`config.mk`:
```
export PLATFORM = sky130hd
export DESIGN_NAME = fp_align_stage
export DESIGN_NICKNAME = d
export VERILOG_FILES = /design/src/rtl/fpu_pkg.sv /design/src/rtl/fp_align_mask_gen.sv /design/src/rtl/fp_align_stage.sv
export SDC_FILE = /design/constraint.sdc
export NUM_CORES = 1
export LEC_CHECK = 0
export CAP_MARGIN = 20
export CORE_MARGIN = 1
export CORE_UTILIZATION = 50
export DETAILED_ROUTE_END_ITERATION = 16
export PLACE_DENSITY = 0.8
export SLEW_MARGIN = 20
export SYNTH_ARGS = -nofsm -noshare
export SYNTH_HDL_FRONTEND = slang
export SYNTH_SLANG_ARGS = --single-unit
```
`constraint.sdc`:
```
create_clock -name clk -period 3.6 [get_ports clk]
set_input_delay 0.72 -clock clk [delete_from_list [all_inputs] [get_ports clk]]
set_output_delay 0.72 -clock clk [all_outputs]
set_load 0.02 [all_outputs]
```
`src/rtl/fpu_pkg.sv`:
```
// Shared FPU constants and the packed alignment result carried between stages.
package fpu_pkg;

  // Mantissa width is tied to the 16-bit barrel shifter, which takes a 4-bit amount.
  localparam int MAN_W = 16;
  localparam int SH_W  = 4;

  // Mantissa-side alignment result. The exponent is parameterised per instance,
  // so it is registered beside this struct rather than inside it.
  typedef struct packed {
    logic [MAN_W-1:0] man_big;
    logic [MAN_W-1:0] sh_a;
    logic [SH_W-1:0]  sh_s;
    logic [MAN_W-1:0] keep_mask;
    logic             sticky;
    logic             swap;
  } align_res_t;

endpackage

```
`src/rtl/fp_align_mask_gen.sv`:
```
// Turns an exponent difference into shifter controls: rotate amount, a mask that
// clears wrapped-around bits, and the sticky OR of every bit shifted out.
module fp_align_mask_gen
  import fpu_pkg::*;
#(
  parameter int EXP_W = 8
) (
  input  logic [EXP_W-1:0] diff,
  input  logic [MAN_W-1:0] man_small,
  output logic [SH_W-1:0]  sh_s,
  output logic [MAN_W-1:0] keep_mask,
  output logic             sticky
);

  logic             ovf;
  logic [SH_W-1:0]  amt;
  logic [MAN_W-1:0] lost_mask;

  // A difference of 16 or more shifts the whole mantissa out.
  assign ovf       = diff > EXP_W'(MAN_W - 1);
  assign amt       = diff[SH_W-1:0];
  // Low 'amt' bits: the ones that fall off the right end of a logical shift.
  assign lost_mask = ~({MAN_W{1'b1}} << amt);

  // Select in-range or fully-shifted-out controls.
  always_comb begin
    sh_s      = amt;
    keep_mask = {MAN_W{1'b1}} >> amt;
    sticky    = |(man_small & lost_mask);
    if (ovf) begin
      sh_s      = '0;
      keep_mask = '0;
      sticky    = |man_small;
    end
  end

endmodule

```
`src/rtl/fp_align_stage.sv`:
```
// Exponent compare and mantissa alignment front end for the FPU adder.
// Two registered stages with valid/ready flow control and no skid buffer.
module fp_align_stage
  import fpu_pkg::*;
#(
  parameter int EXP_W = 8  // unsigned biased exponent, at least 5 bits
) (
  input  logic             clk,
  input  logic             rst,
  input  logic             in_valid,
  output logic             in_ready,
  input  logic [EXP_W-1:0] in_exp_a,
  input  logic [MAN_W-1:0] in_man_a,
  input  logic [EXP_W-1:0] in_exp_b,
  input  logic [MAN_W-1:0] in_man_b,
  output logic             out_valid,
  input  logic             out_ready,
  output logic [EXP_W-1:0] out_exp,
  output logic [MAN_W-1:0] out_man_big,
  output logic [MAN_W-1:0] out_sh_a,
  output logic [SH_W-1:0]  out_sh_s,
  output logic [MAN_W-1:0] out_keep_mask,
  output logic             out_sticky,
  output logic             out_swap
);

  // Pipeline control
  logic s1_valid_reg;
  logic s2_valid_reg;
  logic s1_load;
  logic s2_load;

  // Stage 1 state
  logic             s1_swap_reg;
  logic [EXP_W-1:0] s1_exp_big_reg;
  logic [EXP_W-1:0] s1_diff_reg;
  logic [MAN_W-1:0] s1_man_big_reg;
  logic [MAN_W-1:0] s1_man_small_reg;

  // Stage 1 combinational ordering
  logic             in_swap;
  logic [EXP_W-1:0] in_exp_big;
  logic [EXP_W-1:0] in_exp_small;
  logic [EXP_W-1:0] in_diff;

  // Stage 2 state
  logic [EXP_W-1:0] s2_exp_reg;
  align_res_t       s2_res_reg;
  align_res_t       s2_res_next;

  // Mask generator outputs
  logic [SH_W-1:0]  mg_sh_s;
  logic [MAN_W-1:0] mg_keep_mask;
  logic             mg_sticky;

  // Each stage advances when it is empty or its consumer takes its contents.
  assign s2_load  = !s2_valid_reg || out_ready;
  assign s1_load  = !s1_valid_reg || s2_load;
  assign in_ready = s1_load;

  // Equal exponents keep A as the big operand.
  assign in_swap      = in_exp_b > in_exp_a;
  assign in_exp_big   = in_swap ? in_exp_b : in_exp_a;
  assign in_exp_small = in_swap ? in_exp_a : in_exp_b;
  assign in_diff      = in_exp_big - in_exp_small;

  // Stage 1: capture ordered operands only on an input transfer.
  always_ff @(posedge clk) begin
    if (rst) begin
      s1_valid_reg     <= 1'b0;
      s1_swap_reg      <= 1'b0;
      s1_exp_big_reg   <= '0;
      s1_diff_reg      <= '0;
      s1_man_big_reg   <= '0;
      s1_man_small_reg <= '0;
    end else begin
      if (s1_load) begin
        s1_valid_reg <= in_valid;
      end
      if (s1_load && in_valid) begin
        s1_swap_reg      <= in_swap;
        s1_exp_big_reg   <= in_exp_big;
        s1_diff_reg      <= in_diff;
        s1_man_big_reg   <= in_swap ? in_man_b : in_man_a;
        s1_man_small_reg <= in_swap ? in_man_a : in_man_b;
      end
    end
  end

  fp_align_mask_gen #(
    .EXP_W (EXP_W)
  ) u_mask_gen (
    .diff      (s1_diff_reg),
    .man_small (s1_man_small_reg),
    .sh_s      (mg_sh_s),
    .keep_mask (mg_keep_mask),
    .sticky    (mg_sticky)
  );

  // Assemble the stage-2 result from stage-1 state and the mask generator.
  always_comb begin
    s2_res_next           = '0;
    s2_res_next.man_big   = s1_man_big_reg;
    s2_res_next.sh_a      = s1_man_small_reg;
    s2_res_next.sh_s      = mg_sh_s;
    s2_res_next.keep_mask = mg_keep_mask;
    s2_res_next.sticky    = mg_sticky;
    s2_res_next.swap      = s1_swap_reg;
  end

  // Stage 2: hold results while stalled, load only when stage 1 has data.
  always_ff @(posedge clk) begin
    if (rst) begin
      s2_valid_reg <= 1'b0;
      s2_exp_reg   <= '0;
      s2_res_reg   <= '0;
    end else begin
      if (s2_load) begin
        s2_valid_reg <= s1_valid_reg;
      end
      if (s2_load && s1_valid_reg) begin
        s2_exp_reg <= s1_exp_big_reg;
        s2_res_reg <= s2_res_next;
      end
    end
  end

  assign out_valid     = s2_valid_reg;
  assign out_exp       = s2_exp_reg;
  assign out_man_big   = s2_res_reg.man_big;
  assign out_sh_a      = s2_res_reg.sh_a;
  assign out_sh_s      = s2_res_reg.sh_s;
  assign out_keep_mask = s2_res_reg.keep_mask;
  assign out_sticky    = s2_res_reg.sticky;
  assign out_swap      = s2_res_reg.swap;

endmodule
```
==> results of run 1 <==
tightest hold or removal path, delay by kind of cell (launching register included):
kind             cells  cell delay, ns
flip-flops           1            0.30
AO/OA/AOI/OAI        1            0.05
AND/OR/NAND/NOR      1            0.05
cells by family (layout without fill, tap and decap cells):
family	count (synthesis)	count (layout)	synth area share, %
compound gates	156	156	20.0
flops	113	113	44.6
simple gates	231	231	20.1
fa+ha+maj	8	8	1.97
mux	42	42	8.29
xor+xnor	2	2	0.345
buf+inv	62	180	4.74
final timing paths:
| path | startpoint | end | slack [ns] |
|---|---|---|---|
| max | in_exp_a[1] | s1_diff_reg[7] | 0.36 |
| min | out_sh_a[4] | out_sh_a[4] | 0.45 |
| max reg2reg | s1_diff_reg[1] | out_sticky | 1.44 |
| min reg2reg | out_sh_a[4] | out_sh_a[4] | 0.45 |
layout make-up:
| class | instances | share of cell area (%) |
|---|---|---|
| clock buffers | 17 | 5.92 |
| well taps | 133 | 2.38 |
| repair buffers | 134 | 18.8 |
| inverters | 14 | 0.751 |
| clock inverters | 15 | 2.79 |
| multi-input cells | 439 | 37.0 |
| flip-flops and latches | 113 | 32.3 |
cells in the mapped netlist (2+ instances only):
| master | count |
|---|---|
| o21ai_0 | 8 |
| or3_1 | 2 |
| nor2b_1 | 7 |
| nor4_1 | 7 |
| a2111oi_0 | 2 |
| a21oi_1 | 64 |
| nand2_1 | 104 |
| buf_2 | 6 |
| o2111ai_1 | 2 |
| or4_1 | 3 |
| nor2_1 | 76 |
| o21ai_1 | 2 |
| clkbuf_1 | 41 |
| mux2i_1 | 42 |
| dfxtp_1 | 113 |
| a22oi_1 | 14 |
| a21oi_2 | 2 |
| a31oi_1 | 2 |
| nand3b_1 | 2 |
| nand2b_1 | 5 |
| nor3_1 | 5 |
| and3_1 | 2 |
| o211ai_1 | 7 |
| nand3_1 | 5 |
| nor3b_1 | 3 |
| inv_1 | 14 |
| or2_2 | 2 |
| ha_1 | 8 |
| a211oi_1 | 42 |
cells in the final DEF (no fill, tap or decap), drive strengths merged, types with 3 or more instances in the layout:
cell | netlist | final
a21oi | 66 | 66
a22oi | 14 | 14
or2 | 3 | 3
inv | 14 | 23
nand3 | 5 | 5
bufinv | 0 | 3
or4 | 3 | 3
clkdlybuf4s50 | 0 | 114
mux2i | 42 | 42
ha | 8 | 8
nand2b | 5 | 5
a2111oi | 3 | 3
a211oi | 42 | 42
nor2 | 76 | 76
nor4 | 7 | 7
nor3b | 3 | 3
clkbuf | 41 | 17
dfxtp | 113 | 113
nand2 | 105 | 105
o211ai | 7 | 7
buf | 7 | 20
o21ai | 10 | 10
nor2b | 7 | 7
nor3 | 5 | 5
through the flow:
| step | instance area (sq um) | std cells |
|---|---|---|
| floorplan | 5070 | 614 |
| global placement | 6390 | 833 |
| detailed placement | 6390 | 833 |
| CTS | 7000 | 865 |
| global route | 7000 | 865 |
| finish | 7000 | 865 |
power by group through the flow:
stage               Sequential, mW  Combinational (mW)  Clock [mW]
finish                        1.41               0.624        1.73
global route                  1.42               0.676        1.80
CTS                           1.41               0.622        1.73
detailed placement            1.43               0.614           0
global placement              1.43               0.602           0
floorplan                     1.45               0.353           0
metal layers:
| metal | track usage, % | wire length [um] | share of wire [%] | up-vias |
|---|---|---|---|---|
| met5 | 0 | 0 | 0 | - |
| met4 | 11.0 | 255 | 1.9 | 0 |
| met3 | 6.03 | 893 | 6.6 | 24 |
| met2 | 44.9 | 6710 | 50 | 163 |
| met1 | 31.7 | 5670 | 42 | 2239 |
| li1 | - | - | - | 2383 |
==> impl_metrics.json, run 1 <==
{
  "path_class": "input port to flip-flop",
  "yosysSeqAreaShare_pct": 44.6,
  "p_per_area_nw_per_um2": 538,
  "synth.largest_area_cell": "dfxtp_1",
  "path_cells": "clkdlybuf4s50_1, inv_1, ha_1, nor2b_1, o211ai_1, a21oi_2, o21ai_4, mux2i_1, o2bb2ai_1, nor3_1, o211ai_1, o311ai_0",
  "grt_pass1_vias": 4534,
  "dp_hpwl_um": 9190,
  "p_sw_mw": 1.06,
  "synth_edf_count": 0,
  "arrival_ns": 3.62,
  "antenna_found_initial": 0,
  "hold_depth": 2,
  "dieArea_sq_um": 10500,
  "fmax_ghz": 0.309,
  "relSlewSlack_pct": 40.3,
  "pre_cts_ws_ns": -0.0817,
  "rsz0062_at_grt": "no",
  "netlist_instances": 614,
  "die_height_um": 103,
  "p_leak_nw": 2.72,
  "vias": 4809,
  "crit_cells": 12,
  "fp-row-count": 36,
  "final_max_slew_viol_count": 0,
  "multi_input_area_sq_um": 2590,
  "startpoint_type": "input port",
  "yosysWarningCount": 0,
  "wl_um": 13500,
  "avgViaCountPerCell": 5.56,
  "nets": 779,
  "synth_nets": 674,
  "hold_class": "flip-flop to flip-flop",
  "synthArstFlopShare_pct": 0,
  "io_pins": 116,
  "root_buffer": "clkbuf_8",
  "first_iter_violations": 208,
  "clock_skew_ns": 0.00736,
  "diodes": 0,
  "cts_tree": "done",
  "fill_cells": 805,
  "synth_area_leaders": "dfxtp_1 45%, mux2i_1 8.3%, nand2_1 7.7%",
  "cts_inserted_buffers": 17,
  "postCtsResizedCells": 0,
  "drv_cap": 0,
  "whs_ns": 0.453,
  "cts.sinks": 113,
  "yosysTopAreaCellShare_pct": 44.6,
  "power_frac_seq_pct": 37.5,
  "swShare_pct": 28.2,
  "layout_worst_path_cycle_share_pct": 90.0,
  "setup_ws_ns": 0.361,
  "outcome": "finished, final reports clean",
  "core_sq_um": 9820,
  "htreeDepth": 4,
  "crit_top_cell": "o211ai_1",
  "syn2layout_area_growth_pct": 38.0,
  "synth-seq-cells": 113,
  "fin_tns_setup_ns": 0,
  "layout.area.seq_sq_um": 2260,
  "critPathBufInv": 2,
  "finalCriticalPeriod_ns": 3.24,
  "synth_cell_type_count": 51,
  "hold_buffers": 0,
  "drive_above_1_share_pct": 8.88,
  "start_util_pct": 51.6,
  "p_clk_share_pct": 45.9,
  "clk_latency_ns": 0.52,
  "synth-main-ff-cell": "dfxtp_1",
  "tightest_slew_ns": 0.894,
  "first_pass_iters": 5,
  "critPathTopFamily": "compound AO/OA/AOI/OAI gates",
  "final_core_util_pct": 71.3,
  "vdd_drop_max_uv": 374,
  "syn_avg_cell_area_sq_um": 8.26,
  "required_ns": 3.98,
  "max_stage_delay_ns": 0.48,
  "critPathSlowestCell": "clkdlybuf4s50_1",
  "wl_per_cell_um": 15.6,
  "hold_viol": 0,
  "grt_first_pass_wirelength_um": 21300,
  "drc": 0,
  "gp_congestion": 0.904,
  "setup_viol": 0,
  "rr_worst_depth": 9,
  "p_total_mw": 3.76,
  "post_cts_buffers": 0,
  "critPathMaxFanout": 6,
  "grt.overflow.total": 0,
  "clk_pin_slew_worst_paths_ns": 0.06,
  "die-width_um": 103,
  "cp-end-kind": "flip-flop",
  "ant_nets": 0,
  "combPwrFrac_pct": 16.6,
  "grt_max_degree": 87,
  "grt_use_total_pct": 26.3,
  "p_int_mw": 2.70,
  "clockBufferDepth": 2,
  "synth_area_sq_um": 5070,
  "port_buffers": 115
}
(Power assumes the default switching activity.)
==> run 2: changes to the inputs <==
GPL_ROUTABILITY_DRIVEN = 0   (was default)
TNS_END_PERCENT = 100   (was default)
clock period = 3.7 ns   (was 3.6 ns; I/O delays follow)
==> run 2 against run 1 <==
  * Total power fell by 4.5%
  * Critical endpoint is now s1_diff_reg[5]
  * Final area fell by 1.0%
  * Critical path type unchanged
  * Wire length fell by 0.49%
==> impl_metrics.json, run 2 (synthesis results as in run 1) <==
{
  "tightest_slew_ns": 0.881,
  "clockBufferDepth": 2,
  "root_buffer": "clkbuf_8",
  "setup_ws_ns": 0.362,
  "setup_viol": 0,
  "cts_tree": "done",
  "relSlewSlack_pct": 41.3,
  "dp.cells": 825,
  "final_area_sq_um": 6930,
  "final_max_slew_viol_count": 0,
  "grt.overflow.total": 0,
  "io_pins": 116,
  "htreeDepth": 4,
  "dieArea_sq_um": 10500,
  "hold_viol": 0,
  "hold_end": "out_man_big[1]",
  "p_per_area_nw_per_um2": 519,
  "start_util_pct": 51.6,
  "rr_worst_depth": 9,
  "startpoint_type": "input port",
  "drive_above_1_share_pct": 7.73,
  "vdd_drop_max_uv": 247,
  "path_cells": "clkdlybuf4s50_1, inv_1, ha_1, a21oi_1, o21ai_0, and2_4, a2111oi_2, nor2_1, a21oi_2, nor3_1, or4_1, nand3_1",
  "ant_nets": 0,
  "whs_ns": 0.451,
  "die_height_um": 103,
  "diodes": 0,
  "layout_worst_path_cycle_share_pct": 90.2,
  "hold_class": "flip-flop to flip-flop",
  "cp-end-kind": "flip-flop",
  "post_cts_buffers": 0,
  "r2r_setup_slack_ns": 1.64,
  "required_ns": 4.15,
  "clk_latency_ns": 0.51,
  "finalCriticalPeriod_ns": 3.34,
  "fmax_ghz": 0.300,
  "r2r_end": "out_sticky",
  "syn2layout_area_growth_pct": 36.6,
  "core_sq_um": 9820,
  "port_buffers": 115,
  "p_leak_nw": 2.67,
  "hold_buffers": 0,
  "critPathSlowestCell": "clkdlybuf4s50_1",
  "final_common_cell": "clkdlybuf4s50_1",
  "dp_hpwl_um": 9170,
  "cts.sinks": 113,
  "cts_inserted_buffers": 17,
  "avgViaCountPerCell": 5.59,
  "max_stage_delay_ns": 0.47,
  "fin_tns_setup_ns": 0,
  "nets": 771,
  "critPathTopFamily": "compound AO/OA/AOI/OAI gates",
  "r2r_start": "s1_diff_reg[1]",
  "clock_skew_ns": 0.00951,
  "pre_cts_ws_ns": -0.0806,
  "clk_pin_slew_worst_paths_ns": 0.06,
  "first_pass_iters": 5,
  "fp-row-count": 36,
  "antenna_found_initial": 0,
  "final_core_util_pct": 70.6,
  "first_iter_violations": 284,
  "die-width_um": 103,
  "fill_cells": 781,
  "drv_cap": 0,
  "grt_pass1_vias": 4370,
  "final_cells": 857,
  "outcome": "finished, final reports clean",
  "path_class": "input port to flip-flop",
  "grt_use_total_pct": 26.2,
  "placed_area_sq_um": 6330,
  "rsz0062_at_grt": "no",
  "hold_depth": 2,
  "hp-start": "out_man_big[1]",
  "wl_per_cell_um": 15.7,
  "vias": 4790,
  "critPathBufInv": 2,
  "p_total_mw": 3.60,
  "wl_um": 13500,
  "grt_max_degree": 89,
  "arrival_ns": 3.79,
  "postCtsResizedCells": 0,
  "drc": 0,
  "grt_first_pass_wirelength_um": 21300,
  "critPathMaxFanout": 7,
  "final_cell_mix": "114 x clkdlybuf4s50_1, 113 x dfxtp_1, 104 x nand2_1"
}
-- run 2: tightest hold or removal path, delay by kind of cell, from the launching register on --
kind	cells	cell delay, ns
AO/OA/AOI/OAI	1	0.05
flip-flops	1	0.31
AND/OR/NAND/NOR	1	0.05
-- run 2: where the power goes --
part | internal, mW | total, mW | switching (mW)
registers | 1.30 | 1.37 | 0.0729
logic | 0.272 | 0.597 | 0.325
clock network | 1.03 | 1.62 | 0.592
-- run 2: worst max path at each step --
stage,to,cells past startpoint,slack (ns),startpoint
6_report,s1_diff_reg[5],12,0.36,in_exp_a[5]
5_1_grt,s1_diff_reg[5],12,0.18,in_exp_a[5]
4_1_cts,s1_diff_reg[5],12,0.42,in_exp_a[5]
3_5_place_dp,s1_diff_reg[5],12,-0.08,in_exp_a[5]
3_3_place_gp,s1_diff_reg[5],12,0.10,in_exp_a[5]
2_1_floorplan,s1_diff_reg[4],11,0.74,in_exp_a[3]
-- run 2: layer usage --
metal	vias up	track usage, %	wire [um]
met5	-	0	0
met4	0	9.56	165
met3	18	6.03	813
met2	175	44.5	6890
met1	2227	32.6	5600
li1	2370	-	-
-- run 2: area by class of cell --
type,count,area (sq um),share of cell area [%]
clock inverters,14,181,2.62
repair buffers,126,1260,18.1
multi-input cells,439,2590,37.4
well taps,133,166,2.40
inverters,14,52.6,0.759
clock buffers,18,418,6.03
flip-flops and latches,113,2260,32.7
